### src/rtl/bcd_serial_adder.sv
// Multi-digit BCD adder processing one digit per clock, LSD first, with a
// start/busy/done handshake, registered result and active-low 7-segment outputs.
//
// state | meaning
// IDLE  | waiting for start; operands latched on start
// ADD   | one BCD digit summed per cycle, operands shifted right
// DONE  | result, carry and error flag copied to the output registers
module bcd_serial_adder #(
  parameter int DIGITS        = 4,
  parameter bit BLANK_LEADING = 1'b1
) (
  input  logic                      Clock,
  input  logic                      Resetn,
  input  logic                      start,
  input  logic [4*DIGITS-1:0]       A,
  input  logic [4*DIGITS-1:0]       B,
  input  logic                      cin,
  output logic                      busy,
  output logic                      done,
  output logic [4*DIGITS-1:0]       sum,
  output logic                      cout,
  output logic                      err,
  output logic [7*(DIGITS+1)-1:0]   HEX
);

  localparam int W = 4 * DIGITS;

  typedef enum logic [1:0] {IDLE, ADD, DONE} state_t;

  state_t         state;
  logic [W-1:0]   a_work;
  logic [W-1:0]   b_work;
  logic [W-1:0]   res_work;
  logic           carry;
  logic           err_acc;
  logic [3:0]     idx;

  logic [4:0]     dsum;
  logic [3:0]     digit;
  logic           carry_nxt;
  logic           digit_bad;
  logic [W+3:0]   res_shift;

  // Operands shift right each cycle so the active digit is always at [3:0];
  // the result shifts in from the top so it lands in place after DIGITS cycles.
  always_comb begin
    dsum      = {1'b0, a_work[3:0]} + {1'b0, b_work[3:0]} + {4'd0, carry};
    digit     = dsum[3:0];
    carry_nxt = 1'b0;
    if (dsum > 5'd9) begin
      digit     = dsum[3:0] + 4'd6;
      carry_nxt = 1'b1;
    end
    digit_bad = (a_work[3:0] > 4'd9) || (b_work[3:0] > 4'd9);
    res_shift = {digit, res_work};
  end

  always_ff @(posedge Clock or negedge Resetn) begin
    if (!Resetn) begin
      state    <= IDLE;
      a_work   <= '0;
      b_work   <= '0;
      res_work <= '0;
      carry    <= 1'b0;
      err_acc  <= 1'b0;
      idx      <= 4'd0;
      busy     <= 1'b0;
      done     <= 1'b0;
      sum      <= '0;
      cout     <= 1'b0;
      err      <= 1'b0;
    end else begin
      done <= 1'b0;
      case (state)
        IDLE: begin
          busy <= start;
          if (start) begin
            a_work   <= A;
            b_work   <= B;
            carry    <= cin;
            res_work <= '0;
            err_acc  <= 1'b0;
            idx      <= 4'd0;
            state    <= ADD;
          end
        end
        ADD: begin
          a_work   <= a_work >> 4;
          b_work   <= b_work >> 4;
          res_work <= res_shift[W+3:4];
          carry    <= carry_nxt;
          err_acc  <= err_acc | digit_bad;
          idx      <= idx + 4'd1;
          if (idx == 4'(DIGITS - 1)) state <= DONE;
        end
        DONE: begin
          sum   <= res_work;
          cout  <= carry;
          err   <= err_acc;
          done  <= 1'b1;
          state <= IDLE;
        end
        default: state <= IDLE;
      endcase
    end
  end

  function automatic logic [6:0] seg(input logic [3:0] d);
    case (d)
      4'd0:    seg = 7'b1000000;
      4'd1:    seg = 7'b1111001;
      4'd2:    seg = 7'b0100100;
      4'd3:    seg = 7'b0110000;
      4'd4:    seg = 7'b0011001;
      4'd5:    seg = 7'b0010010;
      4'd6:    seg = 7'b0000010;
      4'd7:    seg = 7'b1111000;
      4'd8:    seg = 7'b0000000;
      4'd9:    seg = 7'b0010000;
      default: seg = 7'b1111111;
    endcase
  endfunction

  logic any_nz;

  // Scan from the top digit down; a digit is blank until a nonzero one is seen.
  always_comb begin
    any_nz = 1'b0;
    HEX    = '0;
    for (int i = DIGITS - 1; i >= 0; i--) begin
      any_nz = any_nz | (sum[4*i +: 4] != 4'd0);
      if (BLANK_LEADING && (i != 0) && !any_nz)
        HEX[7*i +: 7] = 7'b1111111;
      else
        HEX[7*i +: 7] = seg(sum[4*i +: 4]);
    end
    if (cout)
      HEX[7*DIGITS +: 7] = 7'b1111001;
    else if (BLANK_LEADING)
      HEX[7*DIGITS +: 7] = 7'b1111111;
    else
      HEX[7*DIGITS +: 7] = 7'b1000000;
  end

endmodule
### config.mk
export PLATFORM = sky130hd
export DESIGN_NAME = bcd_serial_adder
export DESIGN_NICKNAME = d
export VERILOG_FILES = /design/src/rtl/bcd_serial_adder.sv
export SDC_FILE = /design/constraint.sdc
export NUM_CORES = 1
export LEC_CHECK = 0
export CAP_MARGIN = 20
export CORE_ASPECT_RATIO = 0.7
export CORE_UTILIZATION = 43
export DETAILED_ROUTE_END_ITERATION = 10
export GPL_TIMING_DRIVEN = 0
export PLACE_DENSITY = 0.72
export SLEW_MARGIN = 20
export SYNTH_ARGS = -nofsm -noshare
export SYNTH_HDL_FRONTEND = slang
export SYNTH_SLANG_ARGS = --single-unit
### constraint.sdc
create_clock -name Clock -period 2.8 [get_ports Clock]
set_clock_uncertainty 0.05 [all_clocks]
set_input_delay 0.7 -clock Clock [delete_from_list [all_inputs] [get_ports Clock]]
set_output_delay 0.7 -clock Clock [all_outputs]
set_load 0.05 [all_outputs]
* After elaboration in Yosys (flattened, before gate mapping)
Memories as Yosys holds them, arrays and structs flattened.
Cells that the tools add are included.
** Cells by class
- Add/subtract/negate cells :: 4
- Order comparisons :: 3
- Equal/unequal tests :: 5
- Muxes and demuxes :: 22
- Bitwise logic cells :: 3
- Reduce and logical (&&, ||, !) cells :: 8
** Operators by type and width (number)
- case mux 16 bit (2 select lines) :: 3
- two-way mux 16 bit :: 3
- two-way mux 7 bit :: 3
- nonzero test 4 bit :: 3
- greater-than comparator 4 bit, second input constant :: 2
- two-way mux 4 bit :: 2
- case mux 4 bit (2 select lines) :: 1
- adder 4 x 4 -> 5 bit :: 1
- adder 5 x 1 -> 5 bit :: 1
- greater-than comparator 5 x 4 -> 1 bit, second input constant :: 1
- adder 4 x 1 -> 4 bit, second input constant :: 1
- adder 4 x 3 -> 4 bit, second input constant :: 1
- equality test 4 x 2 -> 1 bit, second input constant :: 1
- two-way mux 1 bit :: 4
- two-way mux 2 bit :: 2
- inequality test 2 bit, second input constant :: 2
- case mux 1 bit (2 select lines) :: 2
- case mux 2 bit (2 select lines) :: 1
- AND reduction 2 bit :: 2
- two-way mux 3 bit :: 1
- OR 1 bit :: 3
- equality test 2 x 1 -> 1 bit, second input constant :: 1
- equality test 2 bit, second input constant :: 1
- zero test 2 bit :: 1
- 2 further kinds :: 2
** Word-level totals
- Flip-flop bits (word level) :: 76
- Bits in read-only memories :: 448
- Bits of input ports :: 36
- Output and inout bits :: 55
- Logic and storage cells :: 61
- Memories :: 4
** Memory list
- (name not given) :: words 16, width 7, read ports 1, clocked after memory_dff 0, wr ports 0, RTL line 109 : case (d)
- (name not given) :: words 16, width 7, read ports 1, clocked after memory_dff 0, wr ports 0, RTL line 109
- (name not given) :: words 16, width 7, read ports 1, clocked after memory_dff 0, wr ports 0, RTL line 109
- (name not given) :: words 16, width 7, read ports 1, clocked after memory_dff 0, wr ports 0, RTL line 109

* Logic depth before layout (Yosys ltp)
Gate-level depths: netlist of the first run.
- Depth after elaboration :: 5
- Gate-level depth with buffers :: 9
- Mapped depth without buffers :: 9

* Least setup slack after synthesis of the first run
OpenSTA, ideal clock, no wires.
- Kind :: reg-to-output
- Start :: register sum[13]
- End :: output port HEX[9]
- Arrival :: 2.487 ns
- Required time :: 2.050 ns
- Slack :: -0.437 ns
- Stages on the path, launching flop included :: 6
- Path through :: dfrtp_1 > inv_1 > ha_1 > and4_1 > a21oi_1 > o31ai_1
** On the way
- Longest elaborated chain between the ends :: 4
** Ends and longest elaborated chain
- start, declared :: RTL line 20 : output logic [4*DIGITS-1:0] sum,
- start signal, assigned :: RTL line 97 : sum <= res_work;
- nonzero test 4 bit :: RTL line 131 : any_nz = any_nz | (sum[4*i +: 4] != 4'd0);
- OR 1 bit (2 in a row) :: RTL line 131
- two-way mux 7 bit :: RTL line 132 : if (BLANK_LEADING && (i != 0) && !any_nz)
- end, declared :: RTL line 23 : output logic [7*(DIGITS+1)-1:0] HEX
Every way passes these cells.

* Worst setup path in the final report of the first run
- Start :: register a_work[0]
- End :: register res_work[13]
** On the way
- Longest elaborated chain between the ends :: 5
- Elaborated cells between the ends (all ways) :: 6
- Those cells by class :: 3 x add/sub; 1 x order compare; 2 x mux
** Ends and longest elaborated chain
- start, declared :: RTL line 31 : logic [W-1:0] a_work;
- start signal, assigned :: RTL line 88 : a_work <= a_work >> 4;
- adder 4 x 4 -> 5 bit (*) :: RTL line 47 : dsum = {1'b0, a_work[3:0]} + {1'b0, b_work[3:0]} + {4'd0, carry};
- adder 5 x 1 -> 5 bit (*) :: RTL line 47
- adder 4 x 3 -> 4 bit / greater-than comparator 5 x 4 -> 1 bit (equally long branches) :: RTL line 51, 50
- two-way mux 4 bit (*) :: RTL line 50 : if (dsum > 5'd9) begin
- case mux 16 bit (2 select lines) (*) :: RTL line 74 : case (state)
- end signal, assigned :: RTL line 90 : res_work <= res_shift[W+3:4];
- end, declared :: RTL line 33 : logic [W-1:0] res_work;
Mark *: on every way between the ends. The rest lies on a longest branch, timed or not.
A chain may end at the register's enable or synchronous reset.

==> out/summary.txt, run 1 <==
===============================================================================
Result of the run                                                     completed
Antenna Diode Count                                                           0
Final period utilization                                                  99.5%
Area occupied by multi-input gates                                    2190 um^2
Max-capacitance violation count                                               0
Area occupied by registers                                            1910 um^2
Cell count after synthesis                                                  461
Total length of routed wires                                           10600 um
Post-synth top cells                                               nand2_1 (107), dfrtp_1 (76), o21ai_0 (38)
Slew Limit Fails                                                              0
Overflow after GRT                                                            0
Worst reg2reg path depth                                                      9
Initial antenna violation count                                               0
DP Wirelength                                                           7470 um
First-pass GRT wire length                                             17600 um
Peak fanout along the critical path                                           4
Number of enable-type register cells in the synthesized netlist               0
Post-synthesis async set-or-reset flop share                               100%
Die X-Extent                                                             119 um
Core Util, Final                                                          62.2%
Clock buffers created by TritonCTS                                            9
CP endpoint kind                                                           flop
Number of endpoints with negative hold slack in the final report              0
Dominant cell by count in the synthesized netlist                       nand2_1
Fraction of final layout cells sized beyond drive strength 1              19.7%
Final design area excluding fillers                                   5710 um^2
Number of distinct library cells after synthesis                             42
Gpl congestion                                                            0.806
Leading post-synthesis cells by cell area                          dfrtp_1 (46%), nand2_1 (9.7%), ha_1 (7.6%)
DRC marker count from the first detailed-route iteration                    287
Via Count                                                                  3708
F_max                                                                   359 MHz
Kind of critical path                                                reg -> reg
Ys flop type                                                            dfrtp_1
Wire length per cell after detailed routing                             15.2 um
Category of the worst setup path launch point                              flop
Maximum number of pins on one net before global-route repair                 52
Residual DRC                                                                  0
Worst skew pair latency                                                 0.33 ns
Worst slew slack as a fraction of its limit                               57.8%
Top cell type by total area after synthesis                             dfrtp_1
IO Count                                                                     91
Post-DRT Antenna Nets                                                         0
Top-area cell type share of the netlist area                              46.0%
Area added between synthesis and finish                                   38.2%
CTS sink count                                                               76
Synthesized flop and latch total                                             76
Worst slew pin tran                                                    0.633 ns
Unrepaired setup endpoints after global routing                             yes
Post-synth design cell area                                           4130 um^2
Hold slack                                                             0.228 ns
Final setup violation count                                                   0
Starting density of the core                                              45.0%
Clock tree from TritonCTS                                                   yes
Floorplan die height                                                    84.0 um
Clock Pin Slew Worst Setup and Hold Paths                               0.06 ns
Max Root-Sink Buffers                                                         2
Placed Instance Area                                                  5240 um^2
Root Buffer Master                                                    clkbuf_16
Mean post-synth cell area                                             8.96 um^2
Number of global-route vias before repair                                  3540
Final worst path period need                                            2.79 ns
Data required time at the worst endpoint                                2.97 ns
Buffers added on ports                                                       85
Hold/Removal Path Class                                             in -> async
Standard-cell row count                                                      29
Total global routing track utilization                                    22.1%
Via density per instance                                                   5.30
Final-layout fill cell count                                                798
Net count reported at finish                                                633
Sequential share of the synthesized area                                  46.0%
DR pass1 iterations                                                           5
Ys Warns                                                                      0
Core outline area                                                     9180 um^2
Critical path data arrival time                                         2.96 ns
H-Tree Depth                                                                  3
Total Die Area                                                       10000 um^2
===============================================================================
## layout by cell type, fill, tap and decap left out, types with 7 or more instances in the layout
| cell type | instances |
|---|---|
| clkbuf_2 | 10 |
| a22oi_1 | 23 |
| o21ai_0 | 36 |
| nor2_1 | 19 |
| inv_1 | 11 |
| buf_4 | 18 |
| clkdlybuf4s50_1 | 56 |
| nand2_1 | 107 |
| dfrtp_1 | 71 |
| clkdlybuf4s15_2 | 8 |
| clkbuf_16 | 9 |
| mux2_2 | 18 |
| nand2b_1 | 7 |
| clkbuf_1 | 20 |
| nand3_1 | 14 |
| ha_1 | 21 |
| a21oi_1 | 28 |
## worst paths after layout
path,from,endpoint,slack (ns)
max reg2reg,a_work[0]$_DFFE_PN0P_,res_work[13]$_DFFE_PN0P_,0.01
min,Resetn,b_work[8]$_DFFE_PN0P_,0.23
min in group Clock,b_work[8]$_DFFE_PN0P_,b_work[8]$_DFFE_PN0P_,0.43
max,a_work[0]$_DFFE_PN0P_,res_work[13]$_DFFE_PN0P_,0.01
max in group asynchronous,Resetn,sum[9]$_DFFE_PN0P_,1.89
min reg2reg,b_work[8]$_DFFE_PN0P_,b_work[8]$_DFFE_PN0P_,0.43
## what timing repair did
action | 4_1_cts | 5_1_grt
hold buffers | 0 | 0
buffers inserted | 5 | 4
pin swaps | 7 | 5
endpoints found under the setup margin | 29 | 27
gates resized for setup | 99 | 36
## state kept, by name, indices dropped and copies added, names as in the netlist, 2 cells and up
| register | cells |
|---|---|
| a_work | 16 |
| b_work | 16 |
| idx | 4 |
| res_work | 16 |
| state | 2 |
| sum | 16 |
## metal layers
layer	part of all wire, %	GRT usage, %
met5	0	0
met4	0.68	4.83
met3	5.0	4.10
met2	47	34.2
met1	47	32.3
## logic make-up after synthesis
kind of cell	synth area share, %
AND/OR/NAND/NOR	19.1
buffers and inverters	4.91
XOR/XNOR	0.212
AO/OA/AOI/OAI	16.0
flip-flops	46.0
multiplexers	5.15
other	0.0908
adder cells (fa/ha/maj)	8.54
## final cells by class
class | count | area share, %
inverters | 16 | 1.14
repair buffers | 95 | 15.8
well taps | 124 | 2.72
clock inverters | 5 | 1.75
plain buffers | 30 | 2.48
multi-input cells | 342 | 38.4
flip-flops and latches | 76 | 33.4
clock buffers | 11 | 4.25
## critical path, cell delays in order, from the launching register on
cell and delay [ns]:
dfrtp_1 0.41, fa_2 0.41, fa_2 0.54, inv_2 0.06, ha_4 0.16, nor2b_4 0.11, a31o_1 0.19, or3_4 0.34
a21o_1 0.16, a32o_1 0.24
## metrics by stage
step	cells	setup WS, ns	TNS, ns
6_report	699	0.0135	0
5_1_grt	699	-0.0781	-0.236
4_1_cts	696	-0.0624	-0.0703
3_5_place_dp	675	-0.738	-4.15
3_3_place_gp	674	-1.86	-124.04
2_1_floorplan	465	-0.000242	-0.000242
Power of run 1 is left out: the tool's default activity adds up to more than one toggle a clock period on the data nets, which glitch-free logic cannot reach.
==> inputs of run 2 (changes only) <==
CORE_ASPECT_RATIO = default   (was 0.7)
TNS_END_PERCENT = 20   (was default)
==> run 2 against run 1 <==
Net effect:
- the run now ends with setup timing left
- sequential cell count did not move
- non-clock buffer count decreased by 4
- first-iteration DRC count shrank 46%
- fmax is 4.5% lower
- routed wire length down 10%
- via count shrank 4.3%
- critical path type unchanged
==> out/summary.txt, run 2 (synthesized netlist as in run 1, its figures left out) <==
===============================================================================
Highest-utilization routing layer at the global route stage                met2   unchanged
Total length of routed wires                                            9500 um   was 10600 um
Clock tree from TritonCTS                                                   yes   unchanged
Slew Limit Fails                                                              0   unchanged
Result of the run                                                  finished with violations   was completed
Reg-to-reg setup timing slack                                          -0.12 ns   was 0.01 ns
F_max                                                                   343 MHz   was 359 MHz
Number of global-route vias before repair                                  3438   was 3540
Floorplan die height                                                     100 um   was 84.0 um
Final-layout fill cell count                                                834   was 798
Final setup violation count                                                   4   was 0
Antenna Diode Count                                                           0   unchanged
DP Wirelength                                                           6990 um   was 7470 um
Net count reported at finish                                                629   was 633
Via Count                                                                  3549   was 3708
Total Die Area                                                       10000 um^2   about the same
Total negative slack for setup checks                                 -0.181 ns   was 0 ns
Standard-cell row count                                                      35   was 29
Setup WS post-layout                                                  -0.117 ns   was 0.0135 ns
Buffers added on ports                                                       85   unchanged
Met3 layer usage reported by global route                                 4.87%   was 4.10%
Number of endpoints with negative hold slack in the final report              0   unchanged
Critical register-to-register path endpoint                        res_work[13]$_DFFE_PN0P_   unchanged
Unrepaired setup endpoints after global routing                             yes   unchanged
Worst skew pair latency                                                 0.36 ns   was 0.33 ns
Critical path data arrival time                                         3.11 ns   was 2.96 ns
GRT met2 Usage                                                            33.5%   was 34.2%
Leading cell types in the layout, fill and taps excluded           nand2_1 (107), dfrtp_1 (70), clkdlybuf4s50_1 (56), o21ai_0 (37), a21oi_1 (28)   was nand2_1 (107), dfrtp_1 (71), clkdlybuf4s50_1 (56), o21ai_0 (36), a21oi_1 (28)
Peak fanout along the critical path                                           4   unchanged
Residual DRC                                                                  0   unchanged
Gpl congestion                                                            0.828   was 0.806
Overflow after GRT                                                            0   unchanged
Worst reg2reg path depth                                                      9   unchanged
DR pass1 iterations                                                           4   was 5
Max Root-Sink Buffers                                                         2   unchanged
Clock buffers created by TritonCTS                                            9   unchanged
Most common cell after layout, fill and taps aside                      nand2_1   unchanged
Data required time at the worst endpoint                                2.99 ns   was 2.97 ns
CTS sink count                                                               76   unchanged
H-Tree Depth                                                                  3   unchanged
Max-capacitance violation count                                               0   unchanged
Via density per instance                                                   5.07   was 5.30
Area added between synthesis and finish                                   32.5%   was 38.2%
Clock Pin Slew Worst Setup and Hold Paths                               0.08 ns   was 0.06 ns
Final std cells w/o fill                                                    700   was 699
CTS Hold Bufs                                                                 0   unchanged
Worst slew slack as a fraction of its limit                               58.5%   was 57.8%
Placed cell count                                                           680   was 675
Final worst path period need                                            2.92 ns   was 2.79 ns
Wire length per cell after detailed routing                             13.6 um   was 15.2 um
Core outline area                                                     9280 um^2   was 9180 um^2
Root Buffer Master                                                     clkbuf_8   was clkbuf_16
Maximum number of pins on one net before global-route repair                 58   was 52
Starting density of the core                                              44.5%   was 45.0%
Worst slew pin tran                                                    0.621 ns   was 0.633 ns
Total global routing track utilization                                    20.1%   was 22.1%
Kind of critical path                                                reg -> reg   unchanged
IO Count                                                                     91   unchanged
Failing checks                                                     setup timing
Final period utilization                                                   104%   was 99.5%
Die X-Extent                                                             100 um   was 119 um
Startpoint of the most critical setup path                         carry$_DFFE_PN0P_   was a_work[0]$_DFFE_PN0P_
Launch instance of the worst register-to-register path             carry$_DFFE_PN0P_   was a_work[0]$_DFFE_PN0P_
DRC marker count from the first detailed-route iteration                    154   was 287
Hold/Removal Path Class                                             in -> async   unchanged
Hold slack                                                             0.166 ns   was 0.228 ns
First-pass GRT wire length                                             15900 um   was 17600 um
Met1 Use GR                                                               26.3%   was 32.3%
Post-DRT Antenna Nets                                                         0   unchanged
CP endpoint kind                                                           flop   unchanged
Fraction of final layout cells sized beyond drive strength 1              16.8%   was 19.7%
Last element of the critical path                                  res_work[13]$_DFFE_PN0P_   unchanged
Category of the worst setup path launch point                              flop   unchanged
Initial antenna violation count                                               0   unchanged
===============================================================================
==> run 2: per-layer routing <==
metal | vias up | routed length (um)
met5 | - | 0
met4 | 0 | 104
met3 | 11 | 464
met2 | 95 | 4580
met1 | 1668 | 4350
li1 | 1775 | -
==> run 2: stage by stage <==
stage / setup slack (ns) / instance area (um^2) / util [%]
final: -0.117 / 5470 / 58.9
after global routing: -0.183 / 5470 / 58.9
after CTS: -0.161 / 5440 / 58.6
after detailed placement: -0.668 / 5220 / 56.2
after global placement: -1.58 / 5190 / 55.9
after floorplan: -0.269 / 4180 / -
==> run 2: cell type report <==
| type | instances | area, um^2 | share of cell area (%) |
|---|---|---|---|
| buffer | 30 | 139 | 2.54 |
| multi-input combinational | 342 | 2140 | 39.1 |
| sequential | 76 | 1910 | 34.9 |
| timing repair buffer | 91 | 893 | 16.3 |
| clock inverter | 5 | 37.5 | 0.686 |
| clock buffer | 11 | 131 | 2.40 |
| inverter | 16 | 62.6 | 1.14 |
| tap | 129 | 161 | 2.95 |
==> run 2: worst min-delay path by stage <==
stage                     startpoint                endpoint  slack (ns)
2_1_floorplan                 Resetn   a_work[0]$_DFFE_PN0P_        0.35
3_3_place_gp     err_acc$_DFFE_PN0P_     err_acc$_DFFE_PN0P_        0.41
3_5_place_dp   b_work[6]$_DFFE_PN0P_   b_work[6]$_DFFE_PN0P_        0.41
4_1_cts                       Resetn  b_work[11]$_DFFE_PN0P_        0.16
5_1_grt                       Resetn  b_work[10]$_DFFE_PN0P_        0.17
6_report                      Resetn  b_work[11]$_DFFE_PN0P_        0.17
==> run 2: worst max-delay path, stage by stage, from the launching register on <==
cell and delay, ns:
dfrtp_2 0.45, fa_2 0.41, fa_2 0.38, xnor2_2 0.19, ha_4 0.19, nor2b_1 0.12
a31o_1 0.20, or3_4 0.40, a21o_1 0.18, a32o_1 0.24
==> run 2: timing repair <==
item / in CTS / in global routing
setup buffers: 3 / 2
cloned: 0 / 0
pin swaps: 4 / 5
endpoints found under the setup margin: 31 / 30
resized for setup: 103 / 21
Power of run 2 is left out for the same reason.
==> inputs of run 3 (changes only) <==
ABC_CLOCK_PERIOD_IN_PS = 2800   (was default)
CTS_BUF_LIST = sky130_fd_sc_hd__clkbuf_2 sky130_fd_sc_hd__clkbuf_4 sky130_fd_sc_hd__clkbuf_8   (was default)
CTS_CLUSTER_DIAMETER = 30   (was default)
==> run 3 against run 2 <==
Net effect:
- routed wire length rose by 0.31%
- global-route usage is the same
- largest cell class unchanged
- critical path depth is the same
- worst hold slack gained 0.0059 ns
- cell count unchanged
- final area rose by 0.14%
- non-clock buffer count unchanged
- the run still ends with setup timing left
- worst setup slack worse by 0.0040 ns
==> out/summary.txt, run 3 (synthesized netlist as in run 1, its figures left out) <==
===============================================================================
Result of the run                                                  finished with violations   unchanged
Failing checks                                                     setup timing   unchanged
Maximum number of pins on one net before global-route repair                 58   unchanged
Worst skew pair latency                                                 0.35 ns   was 0.36 ns
Starting density of the core                                              44.5%   unchanged
DR pass1 iterations                                                           4   unchanged
Root Buffer Master                                                     clkbuf_8   unchanged
Leading cell types in the layout, fill and taps excluded           nand2_1 (107), dfrtp_1 (70), clkdlybuf4s50_1 (56), o21ai_0 (37), a21oi_1 (28)   unchanged
Total length of routed wires                                            9530 um   was 9500 um
Total Die Area                                                       10000 um^2   unchanged
Gpl congestion                                                            0.828   unchanged
DRC marker count from the first detailed-route iteration                    156   was 154
Kind of critical path                                                reg -> reg   unchanged
First-pass GRT wire length                                             15900 um   unchanged
Initial antenna violation count                                               0   unchanged
Hold slack                                                             0.172 ns   was 0.166 ns
Most common cell after layout, fill and taps aside                      nand2_1   unchanged
Startpoint of the most critical setup path                         carry$_DFFE_PN0P_   unchanged
Placed Instance Area                                                  5220 um^2   unchanged
Core outline area                                                     9280 um^2   unchanged
Clock Pin Slew Worst Setup and Hold Paths                               0.08 ns   about the same
Buffers added on ports                                                       85   unchanged
DP Wirelength                                                           6990 um   unchanged
Fraction of final layout cells sized beyond drive strength 1              17.2%   was 16.8%
Worst path buffer plus inverter count                                         0   unchanged
Via density per instance                                                   5.06   was 5.07
Antenna Diode Count                                                           0   unchanged
Net count reported at finish                                                629   unchanged
CP endpoint kind                                                           flop   unchanged
Post-DRT Antenna Nets                                                         0   unchanged
Data required time at the worst endpoint                                2.99 ns   about the same
Largest stage delay on the critical path                                0.45 ns   about the same
CTS sink count                                                               76   unchanged
Final worst path period need                                            2.92 ns   about the same
Critical path data arrival time                                         3.11 ns   about the same
Overflow after GRT                                                            0   unchanged
Wire length per cell after detailed routing                             13.6 um   about the same
Floorplan die height                                                     100 um   unchanged
Final-layout fill cell count                                                836   was 834
Residual DRC                                                                  0   unchanged
Clock tree from TritonCTS                                                   yes   unchanged
Total global routing track utilization                                    20.1%   unchanged
Standard-cell row count                                                      35   unchanged
Number of global-route vias before repair                                  3442   was 3438
Worst slew slack as a fraction of its limit                               58.5%   about the same
Worst slew pin tran                                                    0.620 ns   was 0.621 ns
Max Root-Sink Buffers                                                         2   unchanged
Via Count                                                                  3539   was 3549
Kind of cell adding the most delay to the critical path             adder cells   unchanged
CTS Hold Bufs                                                                 0   unchanged
F_max                                                                   342 MHz   was 343 MHz
Peak fanout along the critical path                                           4   unchanged
Clock buffers created by TritonCTS                                            9   unchanged
Final period utilization                                                   104%   about the same
Category of the worst setup path launch point                              flop   unchanged
Unrepaired setup endpoints after global routing                             yes   unchanged
Final design area excluding fillers                                   5480 um^2   was 5470 um^2
Die X-Extent                                                             100 um   unchanged
IO Count                                                                     91   unchanged
Slowest stage cell, crit path                                           dfrtp_2   unchanged
Area added between synthesis and finish                                   32.6%   was 32.5%
Hold/Removal Path Class                                             in -> async   unchanged
Worst path cell trace                                              fa_2 > fa_2 > xnor2_2 > ha_4 > nor2b_1 > a31o_1 > or3_4 > a21o_1 > a32o_1   unchanged
Cell seen most often among critical-path stages                            fa_2   unchanged
H-Tree Depth                                                                  3   unchanged
Max-capacitance violation count                                               0   unchanged
Number of endpoints with negative hold slack in the final report              0   unchanged
Setup WS post-layout                                                  -0.121 ns   was -0.117 ns
Slew Limit Fails                                                              0   unchanged
Final setup violation count                                                   4   unchanged
Launch instance of the worst register-to-register path             carry$_DFFE_PN0P_   unchanged
===============================================================================
[run 3: through the flow]
stage | worst slack, ns | TNS [ns] | utilization (%) | std cells
finish | -0.121 | -0.173 | 59.0 | 700
CTS | -0.161 | -0.398 | 58.6 | 699
detailed placement | -0.668 | -4.27 | 56.2 | 680
global route | -0.182 | -1.10 | 59.0 | 700
global placement | -1.58 | -122.85 | 55.9 | 679
floorplan | -0.269 | -1.25 | - | 465
[run 3: final timing paths]
path / slack, ns / to / cells past startpoint
min: 0.17 / b_work[11]$_DFFE_PN0P_ / 1
min in group Clock: 0.43 / b_work[6]$_DFFE_PN0P_ / 2
max reg2reg: -0.12 / res_work[13]$_DFFE_PN0P_ / 9
min reg2reg: 0.43 / b_work[6]$_DFFE_PN0P_ / 2
max in group asynchronous: 1.95 / sum[12]$_DFFE_PN0P_ / 2
max: -0.12 / res_work[13]$_DFFE_PN0P_ / 9
[run 3: layer usage]
layer	part of all wire (%)	vias up	global-route usage, %
met5	0	-	0
met2	49	95	33.5
met3	5.2	6	4.87
met4	0.60	0	5.57
met1	46	1664	26.3
li1	-	1774	-
[run 3: worst register-to-register path, delay by kind of cell, from the launching register on]
family                   cells  cell delay, ns
AND/OR/NAND/NOR              2            0.52
flip-flops                   1            0.45
adder cells (fa/ha/maj)      3            0.98
AO/OA/AOI/OAI                3            0.62
XOR/XNOR                     1            0.19
[run 3: final cells by class]
type | instances | area, um^2 | share of cell area [%]
multi-input combinational | 342 | 2140 | 39.0
sequential | 76 | 1910 | 34.8
timing repair buffer | 91 | 893 | 16.3
tap | 129 | 161 | 2.95
clock buffer | 11 | 139 | 2.53
buffer | 30 | 139 | 2.53
inverter | 16 | 62.6 | 1.14
clock inverter | 5 | 37.5 | 0.685
[run 3: timing repair]
action                     CTS  global route
resized for setup          103            21
setup endpoints to repair   31            30
buffers inserted             3             2
pin swaps                    4             5
Power of run 3 is left out for the same reason.
